### src/rtl/tx_framer_if.sv
// Byte-stream bundle between a producer, the framer and the downstream sink.
// master = producer side (drives payload, observes framed output); slave = framer.
interface tx_framer_if;
  logic [7:0] in_data;
  logic       in_valid;
  logic       in_last;
  logic       in_ready;
  logic [7:0] out_d;
  logic       out_valid;
  logic       err_trunc;

  modport master (
    output in_data, in_valid, in_last,
    input  in_ready, out_d, out_valid, err_trunc
  );

  modport slave (
    input  in_data, in_valid, in_last,
    output in_ready, out_d, out_valid, err_trunc
  );
endinterface

### src/rtl/tx_framer.sv
// Store-and-forward framer: buffers a payload, then emits SYNC, LEN, payload, XOR checksum.
// Output bytes are registered; each is computed from the state being entered.
module tx_framer #(
  parameter int         DEPTH     = 16,
  parameter logic [7:0] SYNC_BYTE = 8'hA5
) (
  input logic        clk,
  input logic        reset_n,
  tx_framer_if.slave bus
);
  localparam int AW = $clog2(DEPTH);
  localparam int CW = AW + 1;

  typedef enum logic [2:0] {LOAD, SYNC, LEN, PAY, CHK} state_t;

  state_t        state, state_nx;
  logic [CW-1:0] count, count_nx;
  logic [CW-1:0] rd_ptr, rd_ptr_nx;
  logic [7:0]    chk, chk_nx;
  logic [7:0]    out_d_nx;
  logic          out_valid_nx;
  logic          err_nx;
  logic          accept;
  logic          at_full;
  logic [7:0]    len_byte;
  logic [7:0]    mem [DEPTH];

  // Gated by reset_n so the producer sees not-ready throughout reset.
  assign bus.in_ready = (state == LOAD) && reset_n;
  assign accept       = bus.in_valid && bus.in_ready;
  assign at_full      = (count == CW'(DEPTH - 1));
  assign len_byte     = 8'(count);

  always_comb begin
    state_nx     = state;
    count_nx     = count;
    rd_ptr_nx    = rd_ptr;
    chk_nx       = chk;
    out_d_nx     = 8'h00;
    out_valid_nx = 1'b0;
    err_nx       = 1'b0;
    unique case (state)
      LOAD: begin
        if (accept) begin
          count_nx = count + CW'(1);
          chk_nx   = chk ^ bus.in_data;
          // A full buffer closes the frame even without in_last.
          if (bus.in_last || at_full) begin
            state_nx     = SYNC;
            out_d_nx     = SYNC_BYTE;
            out_valid_nx = 1'b1;
            err_nx       = !bus.in_last;
          end
        end
      end
      SYNC: begin
        state_nx     = LEN;
        out_d_nx     = len_byte;
        out_valid_nx = 1'b1;
      end
      LEN: begin
        state_nx     = PAY;
        out_d_nx     = mem[0];
        rd_ptr_nx    = CW'(1);
        out_valid_nx = 1'b1;
      end
      PAY: begin
        out_valid_nx = 1'b1;
        if (rd_ptr == count) begin
          state_nx = CHK;
          out_d_nx = chk;
        end else begin
          out_d_nx  = mem[rd_ptr[AW-1:0]];
          rd_ptr_nx = rd_ptr + CW'(1);
        end
      end
      CHK: begin
        state_nx  = LOAD;
        count_nx  = '0;
        chk_nx    = 8'h00;
        rd_ptr_nx = '0;
      end
      default: state_nx = LOAD;
    endcase
  end

  always_ff @(posedge clk or negedge reset_n) begin
    if (!reset_n) begin
      state         <= LOAD;
      count         <= '0;
      rd_ptr        <= '0;
      chk           <= 8'h00;
      bus.out_d     <= 8'h00;
      bus.out_valid <= 1'b0;
      bus.err_trunc <= 1'b0;
    end else begin
      state         <= state_nx;
      count         <= count_nx;
      rd_ptr        <= rd_ptr_nx;
      chk           <= chk_nx;
      bus.out_d     <= out_d_nx;
      bus.out_valid <= out_valid_nx;
      bus.err_trunc <= err_nx;
    end
  end

  // Payload storage needs no reset; stale bytes are never read past count.
  always_ff @(posedge clk) begin
    if (accept) mem[count[AW-1:0]] <= bus.in_data;
  end
endmodule

### src/flat_wrapper.sv
// flat-port wrapper written by rule: the top's interface ports become plain ports
module tx_framer_flat 
#(
  parameter int         DEPTH     = 16,
  parameter logic [7:0] SYNC_BYTE = 8'hA5
)
  (clk, reset_n, bus_in_data, bus_in_valid, bus_in_last, bus_in_ready, bus_out_d, bus_out_valid, bus_err_trunc);
  tx_framer_if bus_i ();
  input logic clk;
  input logic reset_n;
  input wire logic [$bits(bus_i.in_data)-1:0] bus_in_data;
  input wire logic [$bits(bus_i.in_valid)-1:0] bus_in_valid;
  input wire logic [$bits(bus_i.in_last)-1:0] bus_in_last;
  output wire logic [$bits(bus_i.in_ready)-1:0] bus_in_ready;
  output wire logic [$bits(bus_i.out_d)-1:0] bus_out_d;
  output wire logic [$bits(bus_i.out_valid)-1:0] bus_out_valid;
  output wire logic [$bits(bus_i.err_trunc)-1:0] bus_err_trunc;
  assign bus_i.in_data = bus_in_data;
  assign bus_i.in_valid = bus_in_valid;
  assign bus_i.in_last = bus_in_last;
  assign bus_in_ready = bus_i.in_ready;
  assign bus_out_d = bus_i.out_d;
  assign bus_out_valid = bus_i.out_valid;
  assign bus_err_trunc = bus_i.err_trunc;
  tx_framer #(.DEPTH(DEPTH), .SYNC_BYTE(SYNC_BYTE)) u_core (.clk(clk), .reset_n(reset_n), .bus(bus_i));
endmodule
### config.mk
export PLATFORM = sky130hd
export DESIGN_NAME = tx_framer_flat
export DESIGN_NICKNAME = d
export VERILOG_FILES = /design/src/rtl/tx_framer_if.sv /design/src/rtl/tx_framer.sv /design/src/flat_wrapper.sv
export SDC_FILE = /design/constraint.sdc
export NUM_CORES = 1
export LEC_CHECK = 0
export CORE_ASPECT_RATIO = 0.6
export CORE_MARGIN = 5
export CORE_UTILIZATION = 30
export CTS_BUF_LIST = sky130_fd_sc_hd__clkbuf_2
export DETAILED_ROUTE_END_ITERATION = 8
export SLEW_MARGIN = 20
export SYNTH_ARGS = -nofsm -noshare
export SYNTH_HDL_FRONTEND = slang
export SYNTH_SLANG_ARGS = --single-unit
### constraint.sdc
create_clock -name clk -period 2.58 [get_ports clk]
set_input_delay 0.516 -clock clk [delete_from_list [all_inputs] [get_ports clk]]
set_output_delay 0.516 -clock clk [all_outputs]
set_load 0.01 [all_outputs]
# Yosys cells after proc, flatten, opt, wreduce, memory -nomap -nowiden
# Memory sizes are Yosys's and may differ from the RTL's.
# Cells that the tools add are included.
# word_totals
reg_bits,31
ram_bits,128
output_inout_bits,11
elab_cells,54
memories,1
# op_classes
addsub,2
n_eq_ne,10
mux,22
bitwise_logic,1
n_reduce_logical,11
# memory_table
name,words,width,read_ports,rd_ports_with_merged_regs,wr,line_no,text
u_core.mem,16,8,2,0,1,tx_framer.sv:26,logic [7:0] mem [DEPTH];
# ops
op,count
8-bit 2-to-1 mux,4
8-bit case mux with 4 select lines,1
8-bit case mux with 2 select lines,1
5-bit case mux with 3 select lines,1
3-bit case mux with 4 select lines,1
"5-bit by 1-bit adder with 5-bit output, second input constant",2
5-bit 2-to-1 mux,2
5-bit case mux with 2 select lines,1
3-bit 2-to-1 mux,3
8-bit bitwise XOR,1
1-bit 2-to-1 mux,7
"3-bit by 2-bit == test with 1-bit output, second input constant",2
"5-bit by 4-bit == test with 1-bit output, second input constant",1
5-bit == test,1
"2-bit by 1-bit != test with 1-bit output, second input constant",2
"2-bit != test, second input constant",2
2-bit AND reduction,2
"3-bit by 1-bit == test with 1-bit output, second input constant",1
"3-bit == test, second input constant",1
3-bit logical NOT,1
3-bit AND reduction,1
3-bit nonzero test,1
3-bit OR reduction,1
1-bit logical AND,2
other kinds (4),4

# Longest topological paths before layout
# logic_depth
word_depth,5
ltp_mapped,8

# Worst setup path before layout
# Ideal clock, no wire load.
# synth_path
path_kind,reg-to-reg
from,register u_core.state[2]
to,"memory u_core.mem[0][0], enable pin"
setup_ps,383
arrival_ps,2051
path_slack_ps,146
stages_incl_launch_ff,8
n_path_buf,3
period_less_slack_ps,2434
path_cell_list,dfrtp_1 buf_2 nor4b_4 and2_1 buf_4 buf_2 nand2_1 nor3_1
# synth_between
elab_chain_len,5
# synth_lines
element,line_no,text
start: declaration,tx_framer.sv:16,"state_t state, state_nx;"
start signal: assignment,tx_framer.sv:97,state <= state_nx;
3-bit logical NOT,tx_framer.sv:29,assign bus.in_ready = (state == LOAD) && reset_n;
1-bit logical AND,tx_framer.sv:29,
named net bus_in_ready,flat_wrapper.sv:14,output wire logic [$bits(bus_i.in_ready)-1:0] bus_in_ready;
1-bit logical AND,tx_framer.sv:30,assign accept = bus.in_valid && bus.in_ready;
1-bit 2-to-1 mux,tx_framer.sv:109,if (accept) mem[count[AW-1:0]] <= bus.in_data;
1-bit 2-to-1 mux (not written as such),tx_framer.sv:109,
end: declaration,tx_framer.sv:26,
# The timed path passes the listed nets, and every way through them passes these cells.

# Worst setup path in the final report
# layout_path
from,register u_core.state[1]
to,output port bus_in_ready
# layout_between
elab_chain_len,2
# layout_lines
element,line_no
3-bit logical NOT,tx_framer.sv:29
1-bit logical AND,tx_framer.sv:29
end: declaration,flat_wrapper.sv:14
# Every way passes these cells.

==> qor.yml <==
outcome: "finished clean"
clock_power_share: 0.194
wire_per_inst_um: 20.6
grt_max_degree: 33
regArea_um2: 4620
core_area_um2: 21900
pwr-share-comb: 0.320
p_leak_nw: 2.64
path_cells: "nor4b_4 > dlygate4sd2_1"
cap_viol_max_count: 0
pin_count: 23
drt_iter0_drc: 475
cts_tree: "built"
hold_violations: 0
drc: 0
firstDrtPassIters: 5
clock-sinks: 159
antenna_left: 0
antenna_found_initial: 0
yosysWarnings: 0
worst_slew_pin_slew_ns: 0.664
cts_setup_buffers: 0
htreeDepth: 4
hp-class: "primary input to asynchronous set/reset pin"
drive_gt1_frac: 0.179
synth-main-ff-cell: "edfxtp_1"
p_per_area_nw_per_um2: 881
synth_seq_area_share: 0.698
numCtsBuffers: 17
cp-end-kind: "primary output"
rows: 42
nets: 455
start_util: 0.303
utilization: 0.345
arrival_ns: 1.93
die_w_um: 202
critPathSlowestCell: "dfrtp_2"
avgViaCountPerCell: 4.93
ir_drop_mv: 0.371
synth-seq-cells: 159
synth_edf_count: 128
clockBufferDepth: 2
slew_viol_final: 0
gp_congestion: 0.880
placed_area_um2: 7330
fin_crit_ns: 2.45
area_growth_pct: 14.0
n_fill_cell: 2073
synthesis.nets: 403
postSynth.asyncResetShare: 0.195
die_area_um2: 25200
slew_headroom: 0.556
synth_top_area_frac: 0.581
synth.avg_cell_area_um2: 17.2
multiInputGateArea_um2: 1830
wirelength_um: 15100
grt.total_usage: 0.120
syn-cell-area_um2: 6620
fin_tns_setup_ns: 0
grt_pass1_vias: 3649
worst_skew_pair.late_latency_ns: 0.68
swShare: 0.337
slowest_delay_ns: 0.54
yosysTopAreaCell: "edfxtp_1"
die_h_um: 125
internal-power_mw: 4.41
fmax_mhz: 409
start_kind: "register"
rsz0062_at_grt: "false"
dp_hpwl_um: 10600
insertedDiodeCount: 0
grt_remaining_overflow: 0
final_area_um2: 7540
io_buffers: 22
synth_most_common_cell: "edfxtp_1"
crit_path_max_fanout: 11
synthTopCellsByArea: "edfxtp_1 58%, dfrtp_1 12%, mux4_1 7.9%, mux4_2 4.1%, a22oi_1 2.4%"
cts.clk_slew.worst_paths_ns: 0.23
ys_types: 40
path_class: "register to primary output"
synth_common_cells: "128 x edfxtp_1, 36 x nor2_1, 31 x dfrtp_1, 29 x nand2_1, 21 x a22oi_1"
setup_violations: 0
via_count: 3622
required_ns: 2.06
period_share: 0.949
hold_slack_ns: 0.260
grt_pass1_wl_um: 22300
finClkSkew_ns: 0.0400
syn_inst: 385
cts-root-buf: "clkbuf_2"
p_seq_frac: 0.486
p_sw_mw: 2.24
worst paths after layout:
check	cells after the start	from	slack, ns	end
worst max register to register	5	u_core.rd_ptr[0]	0.32	u_core.bus.out_d[1]
min in group clk	2	bus_in_last	0.37	u_core.bus.err_trunc
worst min register to register	2	u_core.chk[7]	0.58	u_core.chk[7]
worst max-delay path	2	u_core.state[1]	0.13	bus_in_ready
worst min-delay path	2	reset_n	0.26	u_core.rd_ptr[1]
max in group asynchronous	2	reset_n	2.00	u_core.state[1]
critical path, delay by kind of cell, from the launching register on:
kind / cells / cell delay, ns
and+or+nand+nor: 1 / 0.36
DFF: 1 / 0.54
buffers and inverters: 1 / 0.35
cell usage in the layout (no fill, tap or decap), types with 8 or more instances in the layout:
| cell type | n |
|---|---|
| a221o_1 | 8 |
| xor2_1 | 15 |
| nor2_1 | 36 |
| buf_4 | 32 |
| dfrtp_1 | 29 |
| clkbuf_2 | 19 |
| a22oi_1 | 21 |
| edfxtp_1 | 128 |
| mux4_1 | 20 |
| nand2_1 | 29 |
| clkdlybuf4s50_1 | 21 |
| mux4_2 | 12 |
cell families (layout without fill, tap and decap cells):
logic type	after synthesis	after routing	synth area share
AOI/OAI and AO/OA	46	46	0.0518
adders and majority gates	6	6	0.0113
muxes	32	32	0.120
and+or+nand+nor	94	94	0.0679
DFF	159	159	0.698
buffers and inverters	29	92	0.0252
xor gates and xnor gates	19	19	0.0252
cell type report:
type / instances / area share
sequential: 159 / 0.613
multi-input combinational: 197 / 0.242
timing repair buffer: 56 / 0.0662
tap: 286 / 0.0474
clock inverter: 11 / 0.0156
clock buffer: 19 / 0.0126
inverter: 6 / 0.00299
routing by layer:
layer | GRT usage | part of all wire | up-vias
met5 | 0 | 0 | -
met4 | 0.0394 | 0.017 | 0
met3 | 0.0386 | 0.088 | 17
met2 | 0.154 | 0.40 | 141
met1 | 0.188 | 0.50 | 1853
li1 | - | - | 1611
state kept, by name (all words and copies together) (netlist names):
signal                count
u_core.mem              128
u_core.bus.out_d          8
u_core.chk                8
u_core.count              5
u_core.rd_ptr             5
u_core.state              3
u_core.bus.err_trunc      1
u_core.bus.out_valid      1
power groups by stage:
stage	Clock, mW	Sequential, mW	Combinational, mW
floorplan	0	3.22	1.46
global placement	0	3.28	2.11
detailed placement	0	3.28	2.12
CTS	1.32	3.22	2.13
global route	1.43	3.25	2.32
finish	1.29	3.23	2.12
metrics by stage:
step | total power, mW | cells | setup WS [ns]
global route | 7.00 | 734 | 0.00294
finish | 6.65 | 734 | 0.132
detailed placement | 5.40 | 704 | 0.0223
CTS | 6.68 | 734 | 0.00254
floorplan | 4.67 | 385 | 0.146
global placement | 5.38 | 704 | 0.0589
repair_timing:
| action | in CTS | in global routing |
|---|---|---|
| gates resized for setup | 2 | 0 |
| hold buffers | 0 | 0 |
| setup endpoints to repair | 1 | 1 |
| pin swaps | 0 | 1 |
No activity file was read; power rests on OpenSTA's default activity.
